$ cat config.mk
export PLATFORM = sky130hd
export DESIGN_NAME = sequence_bit_serializer
export DESIGN_NICKNAME = d
export VERILOG_FILES = /design/src/rtl/sequence_bit_serializer.sv
export SDC_FILE = /design/constraint.sdc
export NUM_CORES = 1
export LEC_CHECK = 0
export ABC_CLOCK_PERIOD_IN_PS = 1600
export CORE_UTILIZATION = 43
export DETAILED_ROUTE_END_ITERATION = 12
export HOLD_SLACK_MARGIN = 0.12
export MAX_ROUTING_LAYER = met4
export PLACE_DENSITY = 0.75
export SKIP_CTS_REPAIR_TIMING = 1
export SLEW_MARGIN = 20
export SYNTH_ARGS = -nofsm -noshare
export SYNTH_HDL_FRONTEND = slang
export SYNTH_SLANG_ARGS = --single-unit
$ cat constraint.sdc
create_clock -name clock -period 1.6 [get_ports clock]
set_input_delay 0.32 -clock clock [delete_from_list [all_inputs] [get_ports clock]]
set_output_delay 0.32 -clock clock [all_outputs]
set_load 0.01 [all_outputs]
$ cat src/rtl/sequence_bit_serializer.sv
// Parallel-to-serial front end for the bit-stream sequence detector.
// Takes WIDTH-bit words over valid/ready and emits one bit per shift_en tick.
module sequence_bit_serializer #(
  parameter int WIDTH     = 8,
  parameter bit MSB_FIRST = 1'b1,
  parameter int COUNT_W   = 16
) (
  input  logic               clock,
  input  logic               reset,
  input  logic [WIDTH-1:0]   word_in,
  input  logic               word_valid,
  output logic               word_ready,
  input  logic               shift_en,
  output logic               sequence_out,
  output logic               bit_valid,
  output logic               last_bit,
  output logic               busy,
  output logic [COUNT_W-1:0] words_sent
);
  localparam int CNT_W = $clog2(WIDTH);
  localparam logic [CNT_W-1:0] LAST_IDX = CNT_W'(WIDTH - 1);

  typedef enum logic {IDLE, SHIFT} state_t;

  state_t           state, state_nxt;
  logic [WIDTH-1:0] shreg;
  logic [CNT_W-1:0] bit_cnt;
  logic             accept;
  logic             out_bit;

  assign out_bit = MSB_FIRST ? shreg[WIDTH-1] : shreg[0];
  assign accept  = word_valid & word_ready;

  always_comb begin
    state_nxt    = state;
    word_ready   = 1'b0;
    busy         = 1'b0;
    sequence_out = 1'b0;
    bit_valid    = 1'b0;
    last_bit     = 1'b0;
    case (state)
      IDLE: begin
        word_ready = reset;
        if (accept) state_nxt = SHIFT;
      end
      SHIFT: begin
        busy         = 1'b1;
        sequence_out = out_bit;
        bit_valid    = shift_en;
        last_bit     = shift_en & (bit_cnt == LAST_IDX);
        // Ready only on the final-bit tick so a waiting word follows with no gap.
        word_ready   = reset & last_bit;
        if (last_bit && !accept) state_nxt = IDLE;
      end
      default: state_nxt = IDLE;
    endcase
  end

  always_ff @(posedge clock or negedge reset) begin
    if (!reset) begin
      state      <= IDLE;
      shreg      <= '0;
      bit_cnt    <= '0;
      words_sent <= '0;
    end else begin
      state <= state_nxt;
      if (accept) begin
        shreg   <= word_in;
        bit_cnt <= '0;
      end else if (bit_valid) begin
        shreg   <= MSB_FIRST ? {shreg[WIDTH-2:0], 1'b0} : {1'b0, shreg[WIDTH-1:1]};
        bit_cnt <= last_bit ? '0 : bit_cnt + 1'b1;
      end
      if (last_bit) words_sent <= words_sent + 1'b1;
    end
  end
endmodule
==> results of run 1 <==
==> worst max-delay path, delay by kind of cell, from the launching register on <==
family / cells / cell delay (ns)
AOI/OAI and AO/OA: 1 / 0.22
buffers and inverters: 1 / 0.11
and+or+nand+nor: 1 / 0.17
DFF: 1 / 0.41
adders and majority gates: 2 / 0.37
==> flip-flops by register name, indices dropped and copies added, names as in the netlist <==
name	cells
words_sent	16
shreg	8
bit_cnt	3
state	1
==> per-stage QoR <==
step	setup TNS [ns]	setup WS, ns	hold WS [ns]	instances	total power [W]
2_1_floorplan	-0.007321	-0.003758	0.02441	111	0.001371
3_3_place_gp	-4.873	-0.3980	0.4581	179	0.001682
3_5_place_dp	-5.441	-0.4305	0.4695	179	0.001735
4_1_cts	-4.683	-0.7000	0.4178	182	0.002021
5_1_grt	-3.754	-0.3725	0.4379	204	0.002247
6_report	-2.376	-0.3234	0.4279	204	0.002104
==> per-layer routing <==
metal / vias to the layer above / GRT usage
met5: - / -
met4: 0 / 0.08362
met3: 11 / 0.02304
met2: 26 / 0.3146
met1: 536 / 0.2339
li1: 509 / -
==> cells by family after synthesis <==
family	count (synthesis)	share of synthesized area
fa+ha+maj	3	0.02962
compound gates	13	0.05528
buf+inv	7	0.03159
simple gates	36	0.1550
flops	28	0.5528
mux	9	0.07207
xor+xnor	15	0.1037
==> synth_stat cells (3+ instances only) <==
master,n
dfrtp_1,28
xnor2_1,12
a21oi_1,10
mux2i_1,8
nor2_1,7
nand2_1,6
and3_1,5
nand3_1,5
nand4_1,5
and4_1,3
buf_4,3
ha_1,3
xor2_1,3
==> final timing paths <==
kind                                     from             end  slack (ns)  cells after the start
worst min register to register  words_sent[4]   words_sent[4]        0.52                      1
min in group clock              words_sent[4]   words_sent[4]        0.52                      1
worst max register to register     bit_cnt[1]   words_sent[8]       -0.24                      8
worst max-delay path               bit_cnt[0]      word_ready       -0.32                      5
max in group asynchronous               reset  words_sent[13]        0.88                      2
worst min-delay path                    reset      bit_cnt[0]        0.43                      2
==> power groups by stage <==
stage          Sequential (W)  Clock, W  Combinational, W
2_1_floorplan        0.000982         0          0.000389
3_3_place_gp         0.000971         0          0.000711
3_5_place_dp         0.000987         0          0.000748
4_1_cts              0.000972  0.000295          0.000754
5_1_grt              0.000986  0.000321          0.000939
6_report             0.000967  0.000287          0.000850
==> final cells by class <==
class                   count  area, sq um
flip-flops and latches     28        703.2
inverters                   2        7.507
fillers                   188        748.2
repair buffers             64        631.9
multi-input cells          76        629.4
clock buffers               3        22.52
well taps                  31        38.79
==> cells in the final DEF (no fill, tap or decap), types with 2 or more instances in the layout <==
master            n
a21oi_1          10
and3_1            4
and4_4            2
buf_4            27
buf_6             5
clkbuf_4          3
clkdlybuf4s50_1  19
dfrtp_1          26
dfrtp_2           2
dlymetal6s2s_1   11
inv_1             2
mux2i_1           8
nand2_1           2
nand2_4           4
nand3_1           2
nand3_2           3
nand4_1           5
nor2_1            7
xnor2_1           9
xnor2_2           3
xor2_1            3
==> flow_metrics.env, run 1 <==
export IMPL_drt_wl_total_microns=3158
export IMPL_grt_max_degree=30
export IMPL_gp_congestion=0.7294
export IMPL_switchingPower_w=0.0006651
export IMPL_start_kind="register"
export IMPL_slew_headroom=0.7460
export IMPL_clkSinkCount=28
export IMPL_outcome="complete, but fails checks"
export IMPL_max_vdd_ir_drop_uv=866.3
export IMPL_drive_above_1_share=0.3353
export IMPL_finalSetupViolations=14
export IMPL_clk_pin_slew_ns=0.14
export IMPL_fmax_ghz=0.5199
export IMPL_maxCapViolCount=0
export IMPL_top_layer_used="met4"
export IMPL_cp_required_ns=1.28
export IMPL_leakage_nw=1.194
export IMPL_cts_htree_levels=1
export IMPL_hold_path_class="input port to asynchronous set/reset pin"
export IMPL_fin_util=0.7310
export IMPL_track_usage=0.1895
export IMPL_area_delta_synth_final_pct=60.41
export IMPL_p_clk_frac=0.136
export IMPL_avgRoutedWirePerCell_microns=15.48
export IMPL_cts_root_buf="clkbuf_4"
export IMPL_dr_pass1_iters=4
export IMPL_ys_seq_area_frac=0.5528
export IMPL_nets=190
export IMPL_routed_wl_met2_microns=1602
export IMPL_path_max_fanout=3
export IMPL_p_comb_frac=0.404
export IMPL_synth_avg_cell_area_sq_um=11.42
export IMPL_p_sw_frac=0.3161
export IMPL_wl_met3_microns=87
export IMPL_tightest_slew_ns=0.3810
export IMPL_post_route_cell_area_sq_mm=0.002033
export IMPL_fp_row_count=19
export IMPL_yosys_area_top_type_share=0.5528
export IMPL_synthArstFlopShare=1.000
export IMPL_diodes=0
export IMPL_dp_final_hpwl_microns=1873
export IMPL_syn_inst=111
export IMPL_final_period_utilization=1.202
export IMPL_clk_insertion_delay_late_ns=0.33
export IMPL_drtAntennaViolNets=0
export IMPL_wl_met1_microns=1345
export IMPL_fp_dieW_microns=56.29
export IMPL_slowest_stage="dfrtp_1"
export IMPL_violations="setup timing"
export IMPL_via_per_inst=5.304
export IMPL_setup_ws_ns=-0.3234
export IMPL_grt_setup_unrepaired="yes"
export IMPL_grt_overflow_total=0
export IMPL_syn_nets=126
export IMPL_period_needed_ns=1.923
export IMPL_internal_power_w=0.001439
export IMPL_die_area_sq_mm=0.003169
export IMPL_cellPowerDensity_mw_per_mm2=1035
export IMPL_start_util=0.4557
export IMPL_timing_critical_path_slowest_cell_delay_ns=0.41
export IMPL_yosysWarnings=0
export IMPL_arrival_ns=1.60
export IMPL_netlist_top_cells_area="dfrtp_1, xnor2_1, mux2i_1"
export IMPL_seqPwrFrac=0.460
export IMPL_yosys_register_bits=28
export IMPL_path_cells="ha_2, ha_4, a21bo_2, and2_4, buf_6"
export IMPL_path_class="register to output pin"
export IMPL_skew_ns=0.005549
export IMPL_io_pins=33
export IMPL_grt_pass1_wl_microns=4533
export IMPL_synth_cell_types=22
export IMPL_hold_viol=0
export IMPL_cts_tree="done"
export IMPL_fp_dieH_microns=56.29
export IMPL_ys_flop_type="dfrtp_1"
export IMPL_drtIter0Drc=14
export IMPL_place_area_sq_mm=0.001702
export IMPL_antenna_found_initial=0
export IMPL_portBuffers=32
export IMPL_end_kind="output pin"
export IMPL_slew_violations=0
export IMPL_cts_buffer_depth=2
export IMPL_yosysTopAreaCell="dfrtp_1"
export IMPL_synth_area_sq_mm=0.001267
export IMPL_vias=1082
export IMPL_grt_pass1_vias=1028
export IMPL_core_sq_mm=0.002781
export IMPL_numCtsBuffers=3
export IMPL_drc=0
export IMPL_synth_edff_count=0
(Power assumes the default switching activity.)
==> inputs of run 2 (changes only) <==
--- a/config.mk
+++ b/config.mk
@@ -11,7 +11,7 @@
 export HOLD_SLACK_MARGIN = 0.12
 export MAX_ROUTING_LAYER = met4
 export PLACE_DENSITY = 0.75
-export SKIP_CTS_REPAIR_TIMING = 1
+export RECOVER_POWER = 100
 export SLEW_MARGIN = 20
 export SYNTH_ARGS = -nofsm -noshare
 export SYNTH_HDL_FRONTEND = slang
==> run 2 against run 1 <==
Against the previous run: the run still ends with setup timing left; non-clock buffer count decreased by 6; sequential share of layout area increased by 1.4 points; power decreased by 1.0%; combinational power decreased by 2.5%; sequential power about the same; flip-flop and latch count unchanged; worst setup slack improved by 0.037 ns; die area unchanged; global-route usage increased by 1.2 points; first-iteration DRC count unchanged; critical path type unchanged; critical endpoint unchanged; largest power group unchanged.
==> flow_metrics.env, run 2 (same netlist as run 1, synthesis figures left out) <==
export IMPL_finalSetupViolations=12
export IMPL_vias=1044
export IMPL_nets=184
export IMPL_path_common_cell="ha_4"
export IMPL_top_regs="words_sent x16, shreg x8, bit_cnt x3"
export IMPL_final_period_utilization=1.179
export IMPL_clk_pin_slew_ns=0.14
export IMPL_fp_row_count=19
export IMPL_slowest_stage="dfrtp_1"
export IMPL_cp_required_ns=1.28
export IMPL_power_w=0.002082
export IMPL_fin_tns_setup_ns=-1.942
export IMPL_cts_root_buf="clkbuf_4"
export IMPL_grt_pass1_vias=1094
export IMPL_hold_path_class="input port to asynchronous set/reset pin"
export IMPL_ff2ff_setup_slack_ns=-0.19
export IMPL_area_delta_synth_final_pct=54.10
export IMPL_antenna_found_initial=0
export IMPL_drtAntennaViolNets=0
export IMPL_num_fill_cells=212
export IMPL_reg2reg_from="bit_cnt[1]"
export IMPL_fmax_ghz=0.5300
export IMPL_outcome="complete, but fails checks"
export IMPL_period_needed_ns=1.887
export IMPL_drtIter0Drc=14
export IMPL_leakage_nw=0.9926
export IMPL_start_util=0.4557
export IMPL_drt_wl_total_microns=2974
export IMPL_hold_viol=0
export IMPL_cts_hold_buf=0
export IMPL_grt_setup_unrepaired="yes"
export IMPL_place_area_sq_mm=0.001702
export IMPL_io_pins=33
export IMPL_arrival_ns=1.57
export IMPL_multi_input_area_sq_um=636.9
export IMPL_dr_pass1_iters=4
export IMPL_pre_cts_slack_ns=-0.4305
export IMPL_numCtsBuffers=3
export IMPL_fp_dieH_microns=56.29
export IMPL_grt_pass1_wl_microns=4788
export IMPL_post_route_cell_area_sq_mm=0.001953
export IMPL_path_class="register to output pin"
export IMPL_skew_ns=0.005623
export IMPL_maxCapViolCount=0
export IMPL_diodes=0
export IMPL_portBuffers=32
export IMPL_cellPowerDensity_mw_per_mm2=1066
export IMPL_slew_headroom=0.7492
export IMPL_r2r_end="words_sent[14]"
export IMPL_drc=0
export IMPL_path_max_fanout=3
export IMPL_dp_final_hpwl_microns=1873
export IMPL_grt_max_degree=30
export IMPL_via_per_inst=5.273
export IMPL_end_kind="output pin"
export IMPL_final_cell_mix="dfrtp_1, buf_4, clkdlybuf4s50_1, a21oi_1, xnor2_1"
export IMPL_die_area_sq_mm=0.003169
export IMPL_fp_dieW_microns=56.29
export IMPL_start_kind="register"
export IMPL_setup_ws_ns=-0.2867
export IMPL_avgRoutedWirePerCell_microns=15.02
export IMPL_r2r_cells=8
export IMPL_cts_htree_levels=1
export IMPL_core_sq_mm=0.002781
export IMPL_cts_tree="done"
export IMPL_track_usage=0.2016
export IMPL_violations="setup timing"
export IMPL_tightest_slew_ns=0.3761
export IMPL_final_common_cell="dfrtp_1"
export IMPL_clkSinkCount=28
export IMPL_largest_reg_flops=16
export IMPL_largest_register="words_sent"
export IMPL_regArea_sq_um=701.9
export IMPL_cts_buffer_depth=2
export IMPL_drive_above_1_share=0.3174
export IMPL_path_cells="ha_4, ha_4, a21bo_2, and2_4, buf_6"
export IMPL_gp_congestion=0.7294
export IMPL_slew_violations=0
export IMPL_clk_insertion_delay_late_ns=0.33
export IMPL_max_vdd_ir_drop_uv=854.5
export IMPL_grt_overflow_total=0
export IMPL_timing_critical_path_slowest_cell_delay_ns=0.43
## run 2: worst max-delay path by stage
stage / start / end / slack (ns) / cells after the start
detailed placement: shift_en / word_ready / -0.43 / 4
global placement: shift_en / word_ready / -0.40 / 4
finish: bit_cnt[1] / word_ready / -0.29 / 5
global route: bit_cnt[1] / word_ready / -0.34 / 5
CTS: bit_cnt[0] / word_ready / -0.29 / 5
floorplan: bit_cnt[0] / words_sent[14] / -0.004 / 8
## run 2: timing repair
action	4_1_cts	5_1_grt
setup buffers	13	3
gates resized for setup	34	17
cloned	0	1
setup endpoints to repair	33	33
pin swaps	15	6
## run 2: cell type report
class | instances | share of cell area
flip-flops and latches | 28 | 0.3594
clock buffers | 3 | 0.01153
multi-input cells | 76 | 0.3261
repair buffers | 58 | 0.2793
well taps | 31 | 0.01986
inverters | 2 | 0.003844
## run 2: stage by stage
step	utilization	hold WS, ns	std cells
after floorplan	-	0.02441	111
after global placement	0.6118	0.4581	179
after detailed placement	0.6118	0.4695	179
after CTS	0.6644	0.4281	194
after global routing	0.7022	0.4177	198
final	0.7022	0.4128	198
## run 2: metal layers
metal  track usage  vias to the layer above  routed length [microns]
met3       0.02304                        5                       99
met5             -                        -                        0
li1              -                      498                        -
met2        0.3486                       28                     1575
met1        0.2397                      513                     1238
met4       0.08362                        0                       60
## run 2: worst max-delay path, delay by kind of cell, from the launching register on
| family | cells | cell delay [ns] |
|---|---|---|
| compound gates | 1 | 0.21 |
| buf+inv | 1 | 0.11 |
| simple gates | 1 | 0.15 |
| flops | 1 | 0.43 |
| fa+ha+maj | 2 | 0.33 |
## run 2: report_power, final
part           total (W)  leakage (nW)  switching, W  internal (W)
combinational   0.000829         0.613      0.000364      0.000465
clock           0.000282        0.0138      0.000194     0.0000886
sequential      0.000970         0.365      0.000104      0.000866
total            0.00208         0.993      0.000663       0.00142
